`src/rtl/regs_pkg.sv`:
```
// rtl/regs_pkg.sv - shared types and register indices for the regs register file
package regs_pkg;
    localparam int N      = 8;
    localparam int ADDR_W = 3;
    localparam int NREGS  = 2 ** ADDR_W;

    typedef logic signed [N-1:0] data_t;
    typedef logic [ADDR_W-1:0]   regaddr_t;

    localparam regaddr_t R_ZERO = 3'd0;
    localparam regaddr_t R_IN   = 3'd1;
    localparam regaddr_t R_OUT  = 3'd2;
endpackage

```
`src/rtl/regs_sync_edge.sv`:
```
// rtl/regs_sync_edge.sv - 2-flop synchroniser with rising-edge pulse
module sync_edge (
    input  logic clk,
    input  logic n_reset,
    input  logic async_i,
    output logic rise_o
);
    logic s1_q, s2_q, s3_q;

    always_ff @(posedge clk or negedge n_reset) begin
        if (!n_reset) begin
            s1_q <= 1'b0;
            s2_q <= 1'b0;
            s3_q <= 1'b0;
        end else begin
            s1_q <= async_i;
            s2_q <= s1_q;
            s3_q <= s2_q;
        end
    end

    // s3_q only delays s2_q for the edge compare; it is not a third sync stage
    assign rise_o = s2_q & ~s3_q;
endmodule

```
`src/rtl/regs.sv`:
```
// rtl/regs.sv - register file with switch-capture and LED registers; REGS_BYPASS_EN enables write-through reads
module regs
    import regs_pkg::*;
(
    input  logic              clk,
    input  logic              n_reset,
    input  logic [ADDR_W-1:0] ra_addr,
    input  logic [ADDR_W-1:0] rb_addr,
    output logic [N-1:0]      alu_a,
    output logic [N-1:0]      alu_b,
    input  logic              we,
    input  logic [ADDR_W-1:0] w_addr,
    input  logic [N-1:0]      w_data,
    input  logic [N-1:0]      sw_data,
    input  logic              sw_strobe,
    output logic              in_valid,
    input  logic              in_ack,
    output logic [N-1:0]      leds
);
    data_t       regs_q [NREGS];
    logic [N-1:0] leds_q;
    logic        in_valid_q, in_valid_d;
    logic        cap;
    logic        wr_en;

    sync_edge u_sync (
        .clk     (clk),
        .n_reset (n_reset),
        .async_i (sw_strobe),
        .rise_o  (cap)
    );

    // A capture into R_IN on the same edge suppresses the CPU write there
    assign wr_en = we && (w_addr != R_ZERO) && !(cap && (w_addr == R_IN));

    always_comb begin
        in_valid_d = in_valid_q;
        if (cap)
            in_valid_d = 1'b1;
        else if (in_ack)
            in_valid_d = 1'b0;
    end

    always_ff @(posedge clk or negedge n_reset) begin
        if (!n_reset) begin
            regs_q     <= '{default: '0};
            leds_q     <= '0;
            in_valid_q <= 1'b0;
        end else begin
            if (wr_en)
                regs_q[w_addr] <= data_t'(w_data);
            if (cap)
                regs_q[R_IN] <= data_t'(sw_data);
            if (wr_en && (w_addr == R_OUT))
                leds_q <= w_data;
            in_valid_q <= in_valid_d;
        end
    end

    always_comb begin
        alu_a = (ra_addr == R_ZERO) ? '0 : regs_q[ra_addr];
        alu_b = (rb_addr == R_ZERO) ? '0 : regs_q[rb_addr];
`ifdef REGS_BYPASS_EN
        if (wr_en && (w_addr == ra_addr))
            alu_a = w_data;
        if (wr_en && (w_addr == rb_addr))
            alu_b = w_data;
`endif
    end

    assign leds     = leds_q;
    assign in_valid = in_valid_q;
endmodule

```
`config.mk`:
```
export PLATFORM = sky130hd
export DESIGN_NAME = regs
export DESIGN_NICKNAME = d
export VERILOG_FILES = /design/src/rtl/regs_pkg.sv /design/src/rtl/regs_sync_edge.sv /design/src/rtl/regs.sv
export SDC_FILE = /design/constraint.sdc
export NUM_CORES = 1
export LEC_CHECK = 0
export CAP_MARGIN = 10
export CORE_MARGIN = 2
export CORE_UTILIZATION = 54
export DETAILED_ROUTE_END_ITERATION = 8
export PLACE_DENSITY = 0.79
export SLEW_MARGIN = 20
export SYNTH_ARGS = -nofsm -noshare
export SYNTH_HDL_FRONTEND = slang
export SYNTH_HIERARCHICAL = 1
export SYNTH_SLANG_ARGS = --single-unit
export TNS_END_PERCENT = 100
```
`constraint.sdc`:
```
create_clock -name clk -period 1.7 [get_ports clk]
set_clock_uncertainty 0.05 [all_clocks]
set_input_delay 0.34 -clock clk [delete_from_list [all_inputs] [get_ports clk]]
set_output_delay 0.34 -clock clk [all_outputs]
set_load 0.005 [all_outputs]
```
==> summary.md <==
| Metric | Value |
|---|---|
| 1st-iter DRT viols | `between 200 and 300` |
| Die height | `just under 90 um` |
| Status | `finished, violations left` |
| Final WS setup | `-0.369 ns` |
| Critical path depth | `5` |
| Gr usage total | `just under 30%` |
| Peak supply drop | `roughly 560 uV` |
| Unrepaired setup endpoints after global routing | `yes` |
| Antenna Nets Post-Route | `0` |
| RePlAce Congestion | `0.823` |
| First-pass GRT wire length | `16500 um` |
| Synth cell types | `29` |
| Skew-Pair Late Insertion Delay | `between 0.3 and 0.4 ns` |
| Net count, final | `approximately 440` |
| Total negative slack | `-4.03 ns` |
| Worst r2r path cells | `3` |
| Layout cells sized above 1 | `a little under half` |
| Yosys reg bits | `between 60 and 70` |
| DRC | `0` |
| Fin crit share | `122%` |
| Worst-margin pin slew | `0.362 ns` |
| Crit-path slowest cell | `dfrtp_1` |
| Wire per inst | `roughly 21 um` |
| Final Hold Vio Count | `0` |
| Met3 Track Usage GR | `under 10%` |
| Pins Over Slew Limit | `0` |
| I/O Buffers | `54` |
| Met1 Usage GRT | `39.1%` |
| Site Rows | `30` |
| Pwr Density | `989 mW/mm^2` |
| Fillers | `slightly above 400` |
| Vias post-DR | `slightly below 3000` |
| Critical Path End Type | `primary output` |
| Commonest non-fill, non-tap cells in the layout | `68 x dfrtp_1, 48 x nand2_1, 43 x buf_4` |
| CP arrival | `1.68 ns` |
| Top-Level Pins | `55` |
| Delay-heaviest family, CP | `flip-flops` |
| Grt total ovfl | `0` |
| Max transition margin | `between 70% and 80%` |
| Vias per inst | `just under 6` |
| Met2 global-route usage | `between 40% and 50%` |
| CP Class | `flip-flop to primary output` |
| Sequential fraction of the synthesis area | `~45%` |
| Initial Utilization | `between 50 and 60%` |
| Die area | `approximately 0.0077 mm^2` |
| Cts bufs inserted | `9` |
| Drt first pass iters | `4` |
| Worst Hold Depth | `0` |
| Core footprint | `0.00679 mm^2` |
| Clock transition at path regs | `around 0.080 ns` |
| Largest fanout on the critical path | `2` |
| Ant diodes | `0` |
| Largest net degree at the start of global routing | `69` |
| Setup crit end | `alu_a[2]` |
| Initial antenna violation count | `0` |
| Violated checks | `setup timing` |
| Multi-input combinational cell area | `slightly above 0.002 mm^2` |
| Synth Warn # | `6` |
| Crit Reg-Reg Endpoint | `regs_q[34]` |
| H-tree level count | `3` |
| Routed WL | `about 11000 um` |
| CP cell instances | `buf_6 -> mux2_4 -> a221oi_4 -> a311oi_2 -> buf_2` |
| Pleak | `between 2 and 2.5 nW` |
| Clock tree buffer depth | `2` |
| Post-DP HPWL | `6730 um` |
| Crit path from | `regs_q[34]` |
| Crit start category | `flip-flop` |
| Syn Nets | `334` |
| Max incr delay on CP | `0.41 ns` |
| R2R Path Start | `regs_q[34]` |
| Storage element area | `approximately 0.0017 mm^2` |
| Most common cell after layout, fill and taps aside | `dfrtp_1` |
| Chip width | `~90 um` |
| CTS tree | `yes` |
| Global routing's busiest layer | `met2` |
| Maxcap violations | `0` |
| Final min period | `2.07 ns` |
| Syn avg cell area | `~13 um^2` |
| DP Worst Slack | `-0.992 ns` |
| Worst path bufs/invs | `2` |
| Reg2Reg Setup Slack | `between 0.6 and 0.7 ns` |
| Area delta synth->final | `35.9%` |
| Vias in the first global route | `just over 3000` |
| Highest clock rate | `approximately 480 MHz` |
| Min-delay worst type | `flip-flop to flip-flop` |
| Final setup viols | `16` |
| CTS Sinks | `68` |
| Worst EP required | `about 1.3 ns` |
| CTS root buf | `clkbuf_8` |
| Gate Count Post-Synth | `about 300` |
| Hold_ws | `0.305 ns` |
| Mapped Area | `0.00380 mm^2` |
area by class of cell:
type                            instances  area share [%]
Multi-Input combinational cell        208            40.1
Clock inverter                          5            1.16
Tap cell                               96            2.33
Timing Repair Buffer                  117            20.6
Inverter                                1          0.0727
Sequential cell                        68            32.9
Clock buffer                           11            2.74
synth_stat cells (all sizes together):
cell type	count	area share (%)
inv	1	0.099
dfrtp	68	45
nand4	1	0.33
buf	20	5.4
nor2b	12	2.2
a21o	1	0.20
nand2b	1	0.16
a221oi	24	7.8
and4bb	3	0.99
a211oi	8	1.6
and2b	1	0.20
o21ai	8	1.1
nand4bb	1	0.30
nand2	48	4.7
nand4b	3	1.2
clkbuf	7	0.82
mux2i	32	8.4
mux2	56	18
and2	1	0.16
a311oi	8	1.8
worst min path at each step:
stage                            from  slack [ns]          end
after floorplan               n_reset      -0.006     in_valid
after CTS                 u_sync/s1_q        0.31  u_sync/s2_q
after global placement    u_sync/s1_q        0.28  u_sync/s2_q
after global routing      u_sync/s1_q        0.31  u_sync/s2_q
final                     u_sync/s1_q        0.30  u_sync/s2_q
after detailed placement  u_sync/s1_q        0.29  u_sync/s2_q
registers in the layout, indices dropped and copies added (netlist names):
| name | flops |
|---|---|
| regs_q | 56 |
| leds | 8 |
| in_valid | 1 |
| u_sync/s1_q | 1 |
| u_sync/s2_q | 1 |
| u_sync/s3_q | 1 |
layer usage:
metal,wire [um],share of wire [%]
met5,0,0
met3,760,7.1
met4,259,2.4
met1,4490,42
met2,5130,48
what timing repair did:
item	4_1_cts	5_1_grt
setup buffers	11	1
setup endpoints to repair	16	16
hold endpoints to repair	68	0
gates cloned	0	0
hold buffers	1	0
pin swaps	22	8
gates resized for setup	112	10
power by group:
part / leakage [nW] / switching, W / total [W] / internal, W
logic: 1.43 / 0.000640 / 0.00151 / 0.000873
clock network: 0.0999 / 0.000672 / 0.00139 / 0.000723
registers: 0.827 / 0.000272 / 0.00220 / 0.00193
total: 2.36 / 0.00158 / 0.00511 / 0.00353
cells by family after synthesis:
family	count (synthesis)	share of synthesized area, %
AO/OA/AOI/OAI	49	12.5
buffers and inverters	28	6.29
flip-flops	68	44.8
multiplexers	88	26.2
AND/OR/NAND/NOR	71	10.2
stage by stage:
| step | std cells | utilization [%] | area (um^2) | total power [W] |
|---|---|---|---|---|
| after global routing | 506 | 76.0 | 5160 | 0.00533 |
| after detailed placement | 478 | 69.4 | 4720 | 0.00355 |
| after global placement | 478 | 69.4 | 4720 | 0.00348 |
| after CTS | 505 | 74.9 | 5090 | 0.00499 |
| final | 506 | 76.0 | 5160 | 0.00511 |
| after floorplan | 304 | - | 3800 | 0.00291 |
Note: power is estimated with default switching activity, not from simulation.
